## src/rtl/tm_spike_aer.sv

```systemverilog
// Spike-vector to address-event serialiser: one vector is captured per timestep, then
// its set bits are emitted lowest-first as {ts, addr} words through a fall-through FIFO.
module tm_spike_aer #(
   parameter int N_NEURONS  = 8,
   parameter int ADDR_W     = 3,
   parameter int TS_W       = 8,
   parameter int FIFO_DEPTH = 8
) (
   input  logic                 clk,
   input  logic                 rst_n,
   input  logic [N_NEURONS-1:0] spike_in,
   input  logic                 spike_valid,
   input  logic                 ovf_clr,
   output logic                 aer_valid,
   input  logic                 aer_ready,
   output logic [ADDR_W-1:0]    aer_addr,
   output logic [TS_W-1:0]      aer_ts,
   output logic                 busy,
   output logic                 overflow
);

   localparam int FIFO_AW = $clog2(FIFO_DEPTH);
   localparam int EVT_W   = TS_W + ADDR_W;
   localparam logic [FIFO_AW:0] PTR_ONE = 1;
   localparam logic [TS_W-1:0]  TS_ONE  = 1;

   logic [TS_W-1:0]      ts_cnt_q, ts_cnt_d;
   logic [TS_W-1:0]      cap_ts_q, cap_ts_d;
   logic [N_NEURONS-1:0] pending_q, pending_d;
   logic                 overflow_q, overflow_d;
   logic [FIFO_AW:0]     wr_ptr_q, wr_ptr_d;
   logic [FIFO_AW:0]     rd_ptr_q, rd_ptr_d;
   logic [EVT_W-1:0]     mem_q [FIFO_DEPTH];

   logic                 pendingNz;
   logic                 fifoEmpty;
   logic                 fifoFull;
   logic                 doPush;
   logic                 doPop;
   logic [ADDR_W-1:0]    scanIdx;
   logic [EVT_W-1:0]     headWord;

   assign pendingNz = |pending_q;
   assign fifoEmpty = (wr_ptr_q == rd_ptr_q);
   assign fifoFull  = (wr_ptr_q[FIFO_AW] != rd_ptr_q[FIFO_AW]) &&
                      (wr_ptr_q[FIFO_AW-1:0] == rd_ptr_q[FIFO_AW-1:0]);
   assign doPush    = pendingNz && !fifoFull;
   assign doPop     = !fifoEmpty && aer_ready;

   // Descending walk so the lowest set bit is the last (winning) assignment.
   always_comb begin
      scanIdx = '0;
      for (int k = N_NEURONS - 1; k >= 0; k--) begin
         if (pending_q[k]) begin
            scanIdx = ADDR_W'(k);
         end
      end
   end

   always_comb begin
      ts_cnt_d   = ts_cnt_q;
      cap_ts_d   = cap_ts_q;
      pending_d  = pending_q;
      overflow_d = overflow_q;
      wr_ptr_d   = wr_ptr_q;
      rd_ptr_d   = rd_ptr_q;

      if (doPush) begin
         pending_d[scanIdx] = 1'b0;
         wr_ptr_d           = wr_ptr_q + PTR_ONE;
      end
      if (doPop) begin
         rd_ptr_d = rd_ptr_q + PTR_ONE;
      end

      // A new vector is only taken once the previous one is fully serialised.
      if (spike_valid) begin
         ts_cnt_d = ts_cnt_q + TS_ONE;
         if (!pendingNz) begin
            pending_d = spike_in;
            cap_ts_d  = ts_cnt_q;
         end
      end

      if (spike_valid && pendingNz) begin
         overflow_d = 1'b1;
      end else if (ovf_clr) begin
         overflow_d = 1'b0;
      end
   end

   always_ff @(posedge clk) begin
      if (!rst_n) begin
         ts_cnt_q   <= '0;
         cap_ts_q   <= '0;
         pending_q  <= '0;
         overflow_q <= 1'b0;
         wr_ptr_q   <= '0;
         rd_ptr_q   <= '0;
      end else begin
         ts_cnt_q   <= ts_cnt_d;
         cap_ts_q   <= cap_ts_d;
         pending_q  <= pending_d;
         overflow_q <= overflow_d;
         wr_ptr_q   <= wr_ptr_d;
         rd_ptr_q   <= rd_ptr_d;
      end
   end

   // Storage needs no reset: the head is masked to zero whenever the FIFO is empty.
   always_ff @(posedge clk) begin
      if (rst_n && doPush) begin
         mem_q[wr_ptr_q[FIFO_AW-1:0]] <= {cap_ts_q, scanIdx};
      end
   end

   assign headWord  = mem_q[rd_ptr_q[FIFO_AW-1:0]];
   assign aer_valid = !fifoEmpty;
   assign aer_addr  = fifoEmpty ? '0 : headWord[ADDR_W-1:0];
   assign aer_ts    = fifoEmpty ? '0 : headWord[EVT_W-1:ADDR_W];
   assign busy      = pendingNz || !fifoEmpty;
   assign overflow  = overflow_q;

endmodule

```

## config.mk

```make
export PLATFORM = sky130hd
export DESIGN_NAME = tm_spike_aer
export DESIGN_NICKNAME = d
export VERILOG_FILES = /design/src/rtl/tm_spike_aer.sv
export SDC_FILE = /design/constraint.sdc
export NUM_CORES = 1
export LEC_CHECK = 0
export BUFFER_PORTS_ARGS = -buffer_cell sky130_fd_sc_hd__buf_2
export CORE_MARGIN = 2
export CORE_UTILIZATION = 55
export DETAILED_ROUTE_END_ITERATION = 10
export PLACE_DENSITY = 0.73
export SETUP_SLACK_MARGIN = 0.1
export SYNTH_ARGS = -nofsm -noshare
export SYNTH_HDL_FRONTEND = slang
export SYNTH_SLANG_ARGS = --single-unit
```

## constraint.sdc

```tcl
create_clock -name clk -period 5.2 [get_ports clk]
set_input_delay 0.26 -clock clk [delete_from_list [all_inputs] [get_ports clk]]
set_output_delay 0.26 -clock clk [all_outputs]
set_load 0.02 [all_outputs]
```

==> results.py <==
metrics = {
    "run_status": {
        "status": "complete, no violations",
    },
    "setup_path": {
        "crit_buf_inv": 0,
        "cp.arrival_ns": 2.88,
        "required_ns": 5.32,
        "rrSetupSlack_ns": 2.44,
        "cpPeakStageDelay_ns": 0.84,
        "crit_chain": "xor2_2, nor4_2, or3_1, nor2_1",
        "criticalPathCategory": "register to register",
        "crit_slowest_cell": "nor2_1",
        "cp-end-kind": "register",
        "critical_path.max_fanout": 12,
        "crit_family": "simple AND/OR/NAND/NOR gates",
        "critPathLaunchType": "register",
    },
    "finish": {
        "drive_gt1_share_pct": 24.94,
        "num-nets-final": 392,
        "stdcell_count": 497,
        "area_growth_pct": 18.15,
        "final_cell_mix": "edfxtp_1 (88), nand2_1 (37), dfxtp_1 (36)",
        "n_antenna_cell": 0,
        "final_common_cell": "edfxtp_1",
        "final_util_pct": 67.89,
        "postLayoutCellArea_sq_um": 5978,
    },
    "yosys": {
        "yosys.area_share.simple_pct": 10.46,
        "synth_top_family_by_area": "multiplexers",
        "ys_types": 43,
        "synthCells": 335,
        "ys_ff_latch": 124,
        "synth_edf_count": 88,
        "muxShareOfSynthArea_pct": 12.36,
        "yosysSeqAreaShare_pct": 66.47,
        "yosys.area.top_type": "edfxtp_1",
        "ys.flop_type": "edfxtp_1",
        "synth_top_area_share_pct": 52.23,
        "synthArstFlopShare_pct": 0,
        "synthAdderAreaFrac_pct": 0.7418,
        "syn_area_sq_um": 5060,
        "synthTopCellsByArea": "edfxtp_1 (52%), dfxtp_1 (14%), mux4_2 (9.8%)",
        "synth-compound-area-share_pct": 5.589,
        "ys_warn_count": 0,
        "syn_area_per_cell_sq_um": 15.10,
        "synth-xor-area-share_pct": 2.572,
        "syn_nets": 351,
    },
    "die": {
        "die_width_um": 99.92,
        "die_h_um": 99.92,
        "initial_core_util_pct": 57.46,
        "die-area_sq_um": 9983,
        "ioPinCount": 27,
        "num_rows": 34,
        "core_area_sq_um": 8806,
    },
    "sta": {
        "worst_pin_slew_ns": 1.087,
        "finalCriticalPeriod_ns": 2.762,
        "layout_setup_ws_ns": 2.438,
        "fmax_ghz": 0.3620,
        "tns_ns": 0,
        "rsz0062_at_grt": "false",
        "maxSlewHeadroom_pct": 27.46,
        "drv_slew": 0,
        "hold_viol": 0,
        "whs_ns": 0.04192,
        "fin_skew_ns": 0.007906,
        "finalSetupViolCount": 0,
        "fin_crit_sh_pct": 53.12,
    },
    "global_routing": {
        "antenna_found_initial": 0,
        "grt-ovfl-total": 0,
        "track_usage_pct": 20.58,
        "grt_first_pass_wirelength_um": 14990,
        "grt_max_degree": 43,
        "grt_pass1_vias": 2906,
    },
    "place": {
        "dp_hpwl_um": 5929,
        "placed_area_sq_um": 5305,
        "place_congestion": 0.7925,
        "numPortBuffers": 26,
        "pre_cts_ws_ns": 2.482,
        "dp_cells": 459,
    },
    "routing": {
        "ant_nets": 0,
        "drt-initial-drc-count": 127,
        "dr.pass1.iters": 4,
        "drc": 0,
        "routed_wirelength_um": 9410,
        "vias": 2884,
        "wl_per_cell_um": 18.93,
        "vias_per_cell": 5.803,
    },
    "cts": {
        "cts.sinks": 124,
        "cts_resized": 0,
        "cts_setup_buffers": 0,
        "worstSkewPairLatency_ns": 0.51,
        "cts_buffers": 17,
        "clk_pin_slew_ns": 0.06,
        "root_buffer": "clkbuf_8",
        "cts_tree": "done",
        "cts_max_level": 4,
        "clk_path_buf_depth": 2,
    },
    "power_and_ir_drop": {
        "peakVddDrop_mv": 0.2216,
        "power_mw": 3.116,
        "leakagePower_nw": 2.059,
        "p_per_area_nw_per_um2": 521.2,
    },
    "job": {
        "maxCapViolCount": 0,
    },
    "worst_hold_path": {
        "holdCritPathClass": "input pin to register",
    },
}
-- registers in the layout, summed over array words and instances, names as in the netlist, named ones only --
name and count:
rd_ptr_q 4, overflow 1, cap_ts_q 8, ts_cnt_q 8
mem_q 88, pending_q 8, wr_ptr_q 4
-- worst register-to-register path, delay by kind of cell (launching register included) --
family | cells | cell delay, ns
xor gates and xnor gates | 1 | 0.33
DFF | 1 | 0.59
and+or+nand+nor | 3 | 1.45
-- timing repair --
item,in CTS,in global routing
endpoints found under the hold margin,6,0
hold buffers,6,0
setup endpoints to repair,0,0
-- layout make-up --
type	instances	area [sq um]
fill	590	2828
timing repair buffer	38	235.2
multi-input combinational	192	1620
tap	108	135.1
clock buffer	18	417.9
clock inverter	14	195.2
sequential	124	3363
inverter	3	11.26
-- final timing paths --
check	startpoint	end	cells after the start
hold reg to reg	ts_cnt_q[7]	cap_ts_q[7]	2
hold / removal	spike_in[1]	pending_q[1]	3
setup / recovery	wr_ptr_q[0]	mem_q[2][3]	4
setup reg to reg	wr_ptr_q[0]	mem_q[2][3]	4
-- cells in the mapped netlist (5+ instances only) --
library cell / number
xnor2_1: 6
edfxtp_1: 88
and2_1: 7
buf_2: 7
a21boi_1: 9
nand2_1: 37
clkbuf_1: 7
nand3_1: 6
mux4_2: 22
mux2i_1: 13
a21boi_0: 8
or3_1: 5
o21ai_0: 9
nor2_1: 20
dfxtp_1: 36
-- kinds of logic (layout without fill, tap and decap cells) --
family / Yosys count / in the layout
xor gates and xnor gates: 11 / 11
buffers and inverters: 19 / 73
AOI/OAI and AO/OA: 40 / 40
and+or+nand+nor: 103 / 103
DFF: 124 / 124
adders and majority gates: 3 / 3
muxes: 35 / 35
-- layer usage --
metal  part of all wire (%)  vias to the layer above  global-route usage [%]
li1                       -                     1359                       -
met1                     45                     1462                   26.09
met2                     52                       51                   34.93
met3                    2.5                       12                   4.666
met4                   0.88                        0                   7.798
met5                      0                        -                       0
-- where the power goes --
group	internal [mW]	switching [mW]
logic	0.274	0.429
clock network	0.779	0.418
registers	1.15	0.0701
total	2.20	0.918
No activity file was read; power rests on OpenSTA's default activity.
